===== src/rtl/mem_arbiter_pkg.sv =====
// Shared types for the two-client memory arbiter: FSM states, client index
// and the registered read-response tag.
package mem_arb_pkg;

    typedef enum logic [1:0] {
        IDLE = 2'd0,
        OWN0 = 2'd1,
        OWN1 = 2'd2
    } state_t;

    typedef logic client_t;

    typedef struct packed {
        logic    valid;
        client_t idx;
    } rsp_tag_t;

endpackage


===== src/rtl/mem_arbiter_if.sv =====
// Client and memory-side signal bundle for mem_arbiter; the arbiter takes the
// slave view, the client/memory environment the master view.
interface mem_arbiter_if #(
    parameter int DATA_WIDTH = 2,
    parameter int ADDR_WIDTH = 2
) ();

    logic                  req0, req1;
    logic                  lock0, lock1;
    logic                  we0, we1;
    logic [ADDR_WIDTH-1:0] addr0, addr1;
    logic [DATA_WIDTH-1:0] wdata0, wdata1;
    logic                  gnt0, gnt1;
    logic                  rvalid0, rvalid1;
    logic [DATA_WIDTH-1:0] rdata0, rdata1;
    logic                  mem_wr, mem_re;
    logic [ADDR_WIDTH-1:0] mem_addr;
    logic [DATA_WIDTH-1:0] mem_din;
    logic [DATA_WIDTH-1:0] mem_dout;

    modport slave (
        input  req0, req1, lock0, lock1, we0, we1, addr0, addr1, wdata0, wdata1,
        input  mem_dout,
        output gnt0, gnt1, rvalid0, rvalid1, rdata0, rdata1,
        output mem_wr, mem_re, mem_addr, mem_din
    );

    modport master (
        output req0, req1, lock0, lock1, we0, we1, addr0, addr1, wdata0, wdata1,
        output mem_dout,
        input  gnt0, gnt1, rvalid0, rvalid1, rdata0, rdata1,
        input  mem_wr, mem_re, mem_addr, mem_din
    );

endinterface


===== src/rtl/mem_arbiter_rr_pick2.sv =====
// Combinational two-way round-robin picker: a lone requester always wins,
// on a tie the pointer decides. Output is one-hot or zero.
module rr_pick2
    import mem_arb_pkg::*;
(
    input  logic [1:0] req,
    input  client_t    ptr,
    output logic [1:0] gnt
);

    assign gnt[0] = req[0] & (~req[1] | (ptr == 1'b0));
    assign gnt[1] = req[1] & (~req[0] | (ptr == 1'b1));

endmodule


===== src/rtl/mem_arbiter.sv =====
// Round-robin arbiter sharing one single-port synchronous memory between two
// clients, with bounded locked bursts and a tagged 1-cycle read return path.
module mem_arbiter
    import mem_arb_pkg::*;
#(
    parameter int DATA_WIDTH = 2,
    parameter int ADDR_WIDTH = 2,
    parameter int MAX_BURST  = 4
) (
    input logic           clk,
    input logic           rst_n,
    mem_arbiter_if.slave  bus
);

    localparam int                 BURST_W   = $clog2(MAX_BURST + 1);
    localparam logic [BURST_W-1:0] LAST_BEAT = BURST_W'(MAX_BURST - 1);
    localparam bit                 LOCK_EN   = (MAX_BURST > 1);

    state_t                state;
    client_t               rr_ptr;
    logic [BURST_W-1:0]    burst_cnt;
    rsp_tag_t              rsp_p1;

    logic [1:0]            pick_gnt;
    logic [1:0]            gnt;
    logic                  gnt_any;
    client_t               sel;
    logic                  sel_we, sel_lock;
    logic                  own_req, own_lock;
    logic [ADDR_WIDTH-1:0] sel_addr;
    logic [DATA_WIDTH-1:0] sel_wdata;
    logic                  rv0, rv1;

    rr_pick2 u_pick (
        .req (({bus.req1, bus.req0})),
        .ptr (rr_ptr),
        .gnt (pick_gnt)
    );

    // While owned, only the owner is eligible; grants are suppressed in reset.
    always_comb begin
        gnt = 2'b00;
        if (rst_n) begin
            case (state)
                IDLE:    gnt = pick_gnt;
                OWN0:    gnt = {1'b0, bus.req0};
                OWN1:    gnt = {bus.req1, 1'b0};
                default: gnt = 2'b00;
            endcase
        end
    end

    assign gnt_any   = |gnt;
    assign sel       = gnt[1];
    assign sel_we    = sel ? bus.we1    : bus.we0;
    assign sel_lock  = sel ? bus.lock1  : bus.lock0;
    assign sel_addr  = sel ? bus.addr1  : bus.addr0;
    assign sel_wdata = sel ? bus.wdata1 : bus.wdata0;
    assign own_req   = (state == OWN1) ? bus.req1  : bus.req0;
    assign own_lock  = (state == OWN1) ? bus.lock1 : bus.lock0;

    assign bus.gnt0     = gnt[0];
    assign bus.gnt1     = gnt[1];
    assign bus.mem_wr   = gnt_any &  sel_we;
    assign bus.mem_re   = gnt_any & ~sel_we;
    assign bus.mem_addr = gnt_any ? sel_addr  : '0;
    assign bus.mem_din  = gnt_any ? sel_wdata : '0;

    // Stage p1: memory data arrives, steered by the tag captured at grant.
    assign rv0         = rsp_p1.valid & (rsp_p1.idx == 1'b0);
    assign rv1         = rsp_p1.valid & (rsp_p1.idx == 1'b1);
    assign bus.rvalid0 = rv0;
    assign bus.rvalid1 = rv1;
    assign bus.rdata0  = rv0 ? bus.mem_dout : '0;
    assign bus.rdata1  = rv1 ? bus.mem_dout : '0;

    always_ff @(posedge clk or negedge rst_n) begin
        if (!rst_n) begin
            state     <= IDLE;
            rr_ptr    <= 1'b0;
            burst_cnt <= '0;
            rsp_p1    <= '0;
        end else begin
            rsp_p1.valid <= bus.mem_re;
            rsp_p1.idx   <= sel;
            case (state)
                IDLE: begin
                    if (gnt_any) begin
                        rr_ptr <= ~sel;
                        if (LOCK_EN && sel_lock) begin
                            state     <= sel ? OWN1 : OWN0;
                            burst_cnt <= BURST_W'(1);
                        end
                    end
                end
                OWN0, OWN1: begin
                    // Saturated counter or dropped lock/req hands control back.
                    if (own_req && own_lock && (burst_cnt < LAST_BEAT)) begin
                        burst_cnt <= burst_cnt + 1'b1;
                    end else begin
                        state     <= IDLE;
                        burst_cnt <= '0;
                    end
                end
                default: begin
                    state     <= IDLE;
                    burst_cnt <= '0;
                end
            endcase
        end
    end

endmodule


===== src/flat_wrapper.sv =====
// flat-port wrapper written by rule: the top's interface ports become plain ports
module mem_arbiter_flat import mem_arb_pkg::*;
#(
    parameter int DATA_WIDTH = 2,
    parameter int ADDR_WIDTH = 2,
    parameter int MAX_BURST  = 4
)
  (clk, rst_n, bus_req0, bus_req1, bus_lock0, bus_lock1, bus_we0, bus_we1, bus_addr0, bus_addr1, bus_wdata0, bus_wdata1, bus_mem_dout, bus_gnt0, bus_gnt1, bus_rvalid0, bus_rvalid1, bus_rdata0, bus_rdata1, bus_mem_wr, bus_mem_re, bus_mem_addr, bus_mem_din);
  mem_arbiter_if #(.DATA_WIDTH(DATA_WIDTH), .ADDR_WIDTH(ADDR_WIDTH)) bus_i ();
  input logic clk;
  input logic rst_n;
  input wire logic [$bits(bus_i.req0)-1:0] bus_req0;
  input wire logic [$bits(bus_i.req1)-1:0] bus_req1;
  input wire logic [$bits(bus_i.lock0)-1:0] bus_lock0;
  input wire logic [$bits(bus_i.lock1)-1:0] bus_lock1;
  input wire logic [$bits(bus_i.we0)-1:0] bus_we0;
  input wire logic [$bits(bus_i.we1)-1:0] bus_we1;
  input wire logic [$bits(bus_i.addr0)-1:0] bus_addr0;
  input wire logic [$bits(bus_i.addr1)-1:0] bus_addr1;
  input wire logic [$bits(bus_i.wdata0)-1:0] bus_wdata0;
  input wire logic [$bits(bus_i.wdata1)-1:0] bus_wdata1;
  input wire logic [$bits(bus_i.mem_dout)-1:0] bus_mem_dout;
  output wire logic [$bits(bus_i.gnt0)-1:0] bus_gnt0;
  output wire logic [$bits(bus_i.gnt1)-1:0] bus_gnt1;
  output wire logic [$bits(bus_i.rvalid0)-1:0] bus_rvalid0;
  output wire logic [$bits(bus_i.rvalid1)-1:0] bus_rvalid1;
  output wire logic [$bits(bus_i.rdata0)-1:0] bus_rdata0;
  output wire logic [$bits(bus_i.rdata1)-1:0] bus_rdata1;
  output wire logic [$bits(bus_i.mem_wr)-1:0] bus_mem_wr;
  output wire logic [$bits(bus_i.mem_re)-1:0] bus_mem_re;
  output wire logic [$bits(bus_i.mem_addr)-1:0] bus_mem_addr;
  output wire logic [$bits(bus_i.mem_din)-1:0] bus_mem_din;
  assign bus_i.req0 = bus_req0;
  assign bus_i.req1 = bus_req1;
  assign bus_i.lock0 = bus_lock0;
  assign bus_i.lock1 = bus_lock1;
  assign bus_i.we0 = bus_we0;
  assign bus_i.we1 = bus_we1;
  assign bus_i.addr0 = bus_addr0;
  assign bus_i.addr1 = bus_addr1;
  assign bus_i.wdata0 = bus_wdata0;
  assign bus_i.wdata1 = bus_wdata1;
  assign bus_i.mem_dout = bus_mem_dout;
  assign bus_gnt0 = bus_i.gnt0;
  assign bus_gnt1 = bus_i.gnt1;
  assign bus_rvalid0 = bus_i.rvalid0;
  assign bus_rvalid1 = bus_i.rvalid1;
  assign bus_rdata0 = bus_i.rdata0;
  assign bus_rdata1 = bus_i.rdata1;
  assign bus_mem_wr = bus_i.mem_wr;
  assign bus_mem_re = bus_i.mem_re;
  assign bus_mem_addr = bus_i.mem_addr;
  assign bus_mem_din = bus_i.mem_din;
  mem_arbiter #(.DATA_WIDTH(DATA_WIDTH), .ADDR_WIDTH(ADDR_WIDTH), .MAX_BURST(MAX_BURST)) u_core (.clk(clk), .rst_n(rst_n), .bus(bus_i));
endmodule

===== config.mk =====
export PLATFORM = sky130hd
export DESIGN_NAME = mem_arbiter_flat
export DESIGN_NICKNAME = d
export VERILOG_FILES = /design/src/rtl/mem_arbiter_pkg.sv /design/src/rtl/mem_arbiter_if.sv /design/src/rtl/mem_arbiter_rr_pick2.sv /design/src/rtl/mem_arbiter.sv /design/src/flat_wrapper.sv
export SDC_FILE = /design/constraint.sdc
export NUM_CORES = 1
export LEC_CHECK = 0
export CAP_MARGIN = 10
export CORE_MARGIN = 2
export CORE_UTILIZATION = 39
export CTS_BUF_LIST = sky130_fd_sc_hd__clkbuf_8 sky130_fd_sc_hd__clkbuf_16
export DETAILED_ROUTE_END_ITERATION = 8
export HOLD_SLACK_MARGIN = 0.12
export PLACE_DENSITY = 0.79
export SYNTH_ARGS = -nofsm -noshare
export SYNTH_HDL_FRONTEND = slang
export SYNTH_HIERARCHICAL = 1
export SYNTH_SLANG_ARGS = --single-unit

===== constraint.sdc =====
create_clock -name clk -period 2.53 [get_ports clk]
set_input_delay 0.253 -clock clk [delete_from_list [all_inputs] [get_ports clk]]
set_output_delay 0.253 -clock clk [all_outputs]
set_load 0.005 [all_outputs]

==> Word-level counts from Yosys, hierarchy flattened <==
Cells that the tools add are included.
{ "totals": {"regBits": 8, "inputBits": 18, "elab_cells": 55} }
{ "op_classes": {"addsub": 1, "magnitude_cmp": 1, "n_eq_ne": 5, "n_mux": 21, "bitwise_logic": 14, "n_reduce_logical": 8} }
{ "op_table": {"columns": ["operator", "n"], "rows": [
  ["2-bit 2-to-1 mux", 11],
  ["3-bit 2-to-1 mux", 3],
  ["1-bit AND", 6],
  ["1-bit NOT", 6],
  ["2-bit one-hot mux with 3 select lines", 1],
  ["3-bit one-hot mux with 2 select lines", 1],
  ["1-bit 2-to-1 mux", 4],
  ["2-bit by 1-bit != test with 1-bit output, second input constant", 2],
  ["2-bit one-hot mux with 2 select lines", 1],
  ["2-bit AND reduction", 2],
  ["2-bit OR reduction", 2],
  ["3-bit by 1-bit adder with 3-bit output, second input constant", 1],
  ["3-bit by 2-bit less-than comparator with 1-bit output, second input constant", 1],
  ["3-bit AND reduction", 1],
  ["2-bit by 1-bit equality test with 1-bit output, second input constant", 1],
  ["2-bit equality test, second input constant", 1],
  ["1-bit logical AND", 2],
  ["2-bit logical NOT", 1],
  ["2-bit != test, second input constant", 1],
  ["1-bit bitwise OR", 2]
]} }

==> Depth between registers and ports, before layout <==
{ "logic_depth": {"ltp_word": 9, "depth_mapped": 7, "ltp_nobuf": 6} }

==> By module <==
Netlist, hierarchy kept.
{ "modules_own_cells": {"columns": ["module", "instances", "cells_each", "area_each_um2"], "rows": [
  ["mem_arbiter", 1, 60, 628.1],
  ["rr_pick2", 1, 3, 18.8]
]} }

==> Worst setup path before layout <==
OpenSTA, ideal clock, no wires.
{ "synth_timing": {"path_kind": "reg-to-output", "startpoint": "register u_core.state[1]", "endpoint": "output bus_mem_re", "arrival_ns": 1.573, "required_ns": 2.277, "slack_ns": 0.704, "stages_incl_launch_ff": 8, "cell_sequence": "dfrtp_1 > inv_1 > ha_1 > buf_6 > a22o_4 > nor2b_1 > clkbuf_1 > a22o_1"} }
{ "synth_between": {"elab_chain_len": 6} }
{ "synth_rtl": {"columns": ["element", "line", "rtl"], "rows": [
  ["start: declaration", "mem_arbiter.sv:19", "state_t state;"],
  ["start signal: assignment", "mem_arbiter.sv:91", "state <= sel ? OWN1 : OWN0;"],
  ["2-bit equality test, or another cell as far along", "mem_arbiter.sv:44", "case (state)"],
  ["2-bit one-hot mux with 3 select lines (*)", "mem_arbiter.sv:44", null],
  ["2-bit 2-to-1 mux (*)", "mem_arbiter.sv:43", "if (rst_n) begin"],
  ["net bus_gnt1", "flat_wrapper.sv:24", "output wire logic [$bits(bus_i.gnt1)-1:0] bus_gnt1;"],
  ["1-bit 2-to-1 mux", "mem_arbiter.sv:55", "assign sel_we = sel ? bus.we1 : bus.we0;"],
  ["1-bit NOT", "mem_arbiter.sv:65", "assign bus.mem_re = gnt_any & ~sel_we;"],
  ["1-bit AND (*)", "mem_arbiter.sv:65", null],
  ["end: declaration", "flat_wrapper.sv:30", "output wire logic [$bits(bus_i.mem_re)-1:0] bus_mem_re;"]
]} }
The timed path passes the listed nets; every way through them passes the cells marked *.

==> Final worst setup path <==
{ "layout_timing": {"startpoint": "register u_core.state[1]", "endpoint": "output bus_mem_re"} }
{ "layout_between": {"elab_chain_len": 6} }
{ "layout_rtl": {"columns": ["element", "line"], "rows": [
  ["2-bit equality test, or another cell as far along", "mem_arbiter.sv:44"],
  ["2-bit one-hot mux with 3 select lines (*)", "mem_arbiter.sv:44"],
  ["2-bit 2-to-1 mux (*)", "mem_arbiter.sv:43"],
  ["1-bit 2-to-1 mux", "mem_arbiter.sv:55"],
  ["1-bit NOT", "mem_arbiter.sv:65"],
  ["1-bit AND (*)", "mem_arbiter.sv:65"]
]} }
Mark *: on every way between the ends. The rest lies on a longest branch, timed or not.

==> flow_metrics.py <==
metrics = {
    "synth": {
        "syn_inst": 63,
        "ys_seq_elements": 8,
        "avgSynthCellArea_um2": 10.27,
        "synth_edf_count": 0,
        "netlist_area_um2": 646.9,
        "syn_nets": 86,
        "synthFlopType": "dfrtp_1",
        "synth_cell_types": 30,
        "yosysWarnings": 6,
        "ys_seq_area_frac": 0.3095,
        "async_reset_ff_frac": 1.000,
    },
    "route": {
        "viasPerCell": 5.368,
        "totalWireLength_um": 1644,
        "first_pass_iters": 4,
        "vias": 628,
        "first_iter_violations": 3,
        "drc": 0,
        "final_antenna_net_count": 0,
        "wl_per_cell_um": 14.05,
    },
    "die": {
        "fp-row-count": 14,
        "fp.dieH_um": 44.73,
        "io_pins": 32,
        "die-area_um2": 2000,
        "fp.dieW_um": 44.73,
        "core_area_um2": 1524,
        "initial_core_util": 0.4245,
    },
    "layout": {
        "n_antenna_cell": 0,
        "nets": 126,
        "fillers": 130,
        "drive_above_1_share": 0.2178,
        "area_growth_pct": 64.80,
    },
    "clock_tree": {
        "clockRootBuffer": "clkbuf_8",
        "ctsHtreeMaxLevel": 1,
        "cts_tree": "done",
        "clock_path_buffers": 2,
        "cts_made_buffers": 3,
        "post-cts-setup-buffers": 0,
        "clock_latency_ps": 230,
        "cts.sinks": 8,
        "cts.reportedPaths.clkPinSlew_ps": 40,
        "postCtsHoldBufs": 0,
    },
    "grt": {
        "grt_usage": 0.1968,
        "grt_pass1_wl_um": 2835,
        "use_met2": 0.3652,
        "grt_pass1_vias": 662,
        "met3_usage": 0.08000,
        "grt_overflow": 0,
        "grt.busiest_layer": "met2",
        "antenna_found_initial": 0,
        "grt_max_degree": 9,
        "use_met1": 0.2005,
    },
    "sta": {
        "setup_slack_ps": 97.10,
        "final.setup_skew_ps": 7.172,
        "rsz0062_at_grt": "no",
        "maxSlewHeadroom": 0.7793,
        "final_max_slew_viol_count": 0,
        "worst_pin_slew_ps": 328.2,
        "tns_ps": 0,
        "setup_viol": 0,
        "hold_viol": 0,
        "max_freq_mhz": 411.0,
        "fin_crit_ps": 2433,
        "min_period_over_period": 0.9616,
    },
    "pwr": {
        "peakVddDrop_mv": 0.4542,
        "p_leak_nw": 0.4783,
        "totalPowerFinal_w": 0.0009368,
        "cellPowerDensity_nw_per_um2": 878.8,
    },
    "setup_path": {
        "crit_path_max_fanout": 7,
        "crit_path_start_kind": "flop",
        "critPathArrivalTime_ps": 2180,
        "end_kind": "primary output",
        "crit_required_ps": 2280,
        "critPathKind": "reg2out",
    },
    "run_status": {
        "status": "finished clean",
    },
    "placed_design": {
        "dpl.hpwl_um": 1299,
        "pre_cts_slack_ps": 114.6,
        "port_buffers": 31,
        "place_congestion": 0.8413,
    },
    "min_path": {
        "hold_path.class": "in2async",
    },
    "run": {
        "cap_violations": 0,
    },
}
## critical path, cell delays in order, from the launching register on
cell and delay (ps):
dfrtp_1 420, ha_1 230, nand2b_2 270, nor2b_1 190, buf_4 170, a22o_1 160, clkdlybuf4s50_1 510
## report_power, final
group	total, W	switching (W)	internal, W
clock	0.000154	0.0000508	0.000103
combinational	0.000561	0.000243	0.000318
sequential	0.000221	0.0000471	0.000174
## through the flow
step	instances	util	instance area, um^2	hold slack (ps)
floorplan	63	-	646.9	-42.59
CTS	117	0.6921	1055	342.9
global placement	114	0.6609	1007	496.7
global route	117	0.6995	1066	373.2
detailed placement	114	0.6609	1007	498.1
finish	117	0.6995	1066	360.0
## kinds of logic after synthesis
family / Yosys count / synth area share
compound gates: 20 / 0.2747
fa+ha+maj: 5 / 0.09671
buf+inv: 9 / 0.06383
flops: 8 / 0.3095
mux: 2 / 0.04642
simple gates: 19 / 0.2089
## routing by layer
layer | wire (um) | vias to the layer above
li1 | - | 309
met1 | 629 | 289
met2 | 889 | 28
met3 | 117 | 2
met4 | 8 | 0
met5 | 0 | -
## layout make-up
type,instances,area [um^2],share of cell area
Multi-Input combinational cell,46,419.2,0.3932
Timing Repair Buffer,37,359.1,0.3369
Sequential cell,8,200.2,0.1878
Clock buffer,3,41.29,0.03873
Inverter,7,26.28,0.02465
Tap cell,16,20.02,0.01878
## timing repair
action                                  in CTS  in global routing
endpoints found under the hold margin        0                  0
cloned                                       0                  0
pin swaps                                    0                  2
endpoints found under the setup margin       1                  6
resized for setup                            1                  6
## Yosys cell counts (2+ instances only)
master	n	area share
and2_1	3	0.029
mux2_4	2	0.046
a21boi_1	2	0.023
nand2b_1	2	0.019
nor2_1	2	0.012
a22o_1	6	0.081
nor2b_1	2	0.019
and3_1	2	0.019
dfrtp_1	8	0.31
a21oi_1	4	0.031
ha_1	5	0.097
inv_1	7	0.041
## registers in the layout, summed over array words and instances, names as in the netlist
| signal | count |
|---|---|
| u_core/burst_cnt | 3 |
| u_core/state | 2 |
| u_core/rsp_p1 | 2 |
| u_core/rr_ptr | 1 |
## placed cells by master, fill, tap and decap left out, types with 2 or more instances in the layout
cell type,n
nor2_1,2
and3_1,2
mux2_4,2
dfrtp_1,8
ha_2,2
nor2b_1,2
clkbuf_8,3
ha_1,3
inv_2,2
inv_1,5
a22o_1,6
buf_4,5
a21oi_1,4
clkdlybuf4s50_1,31
and2_1,3
a21boi_1,2
## worst paths after layout
kind	start	endpoint	slack, ps	cells past startpoint
min in group clk	u_core/burst_cnt[2]	u_core/burst_cnt[2]	520	1
max reg2reg	u_core/state[1]	u_core/burst_cnt[2]	610	5
max in group asynchronous	rst_n	u_core/rsp_p1[1]	2040	2
min reg2reg	u_core/burst_cnt[2]	u_core/burst_cnt[2]	520	1
min	rst_n	u_core/burst_cnt[0]	360	2
max	u_core/state[1]	bus_mem_re	100	6
(Power assumes the default switching activity.)
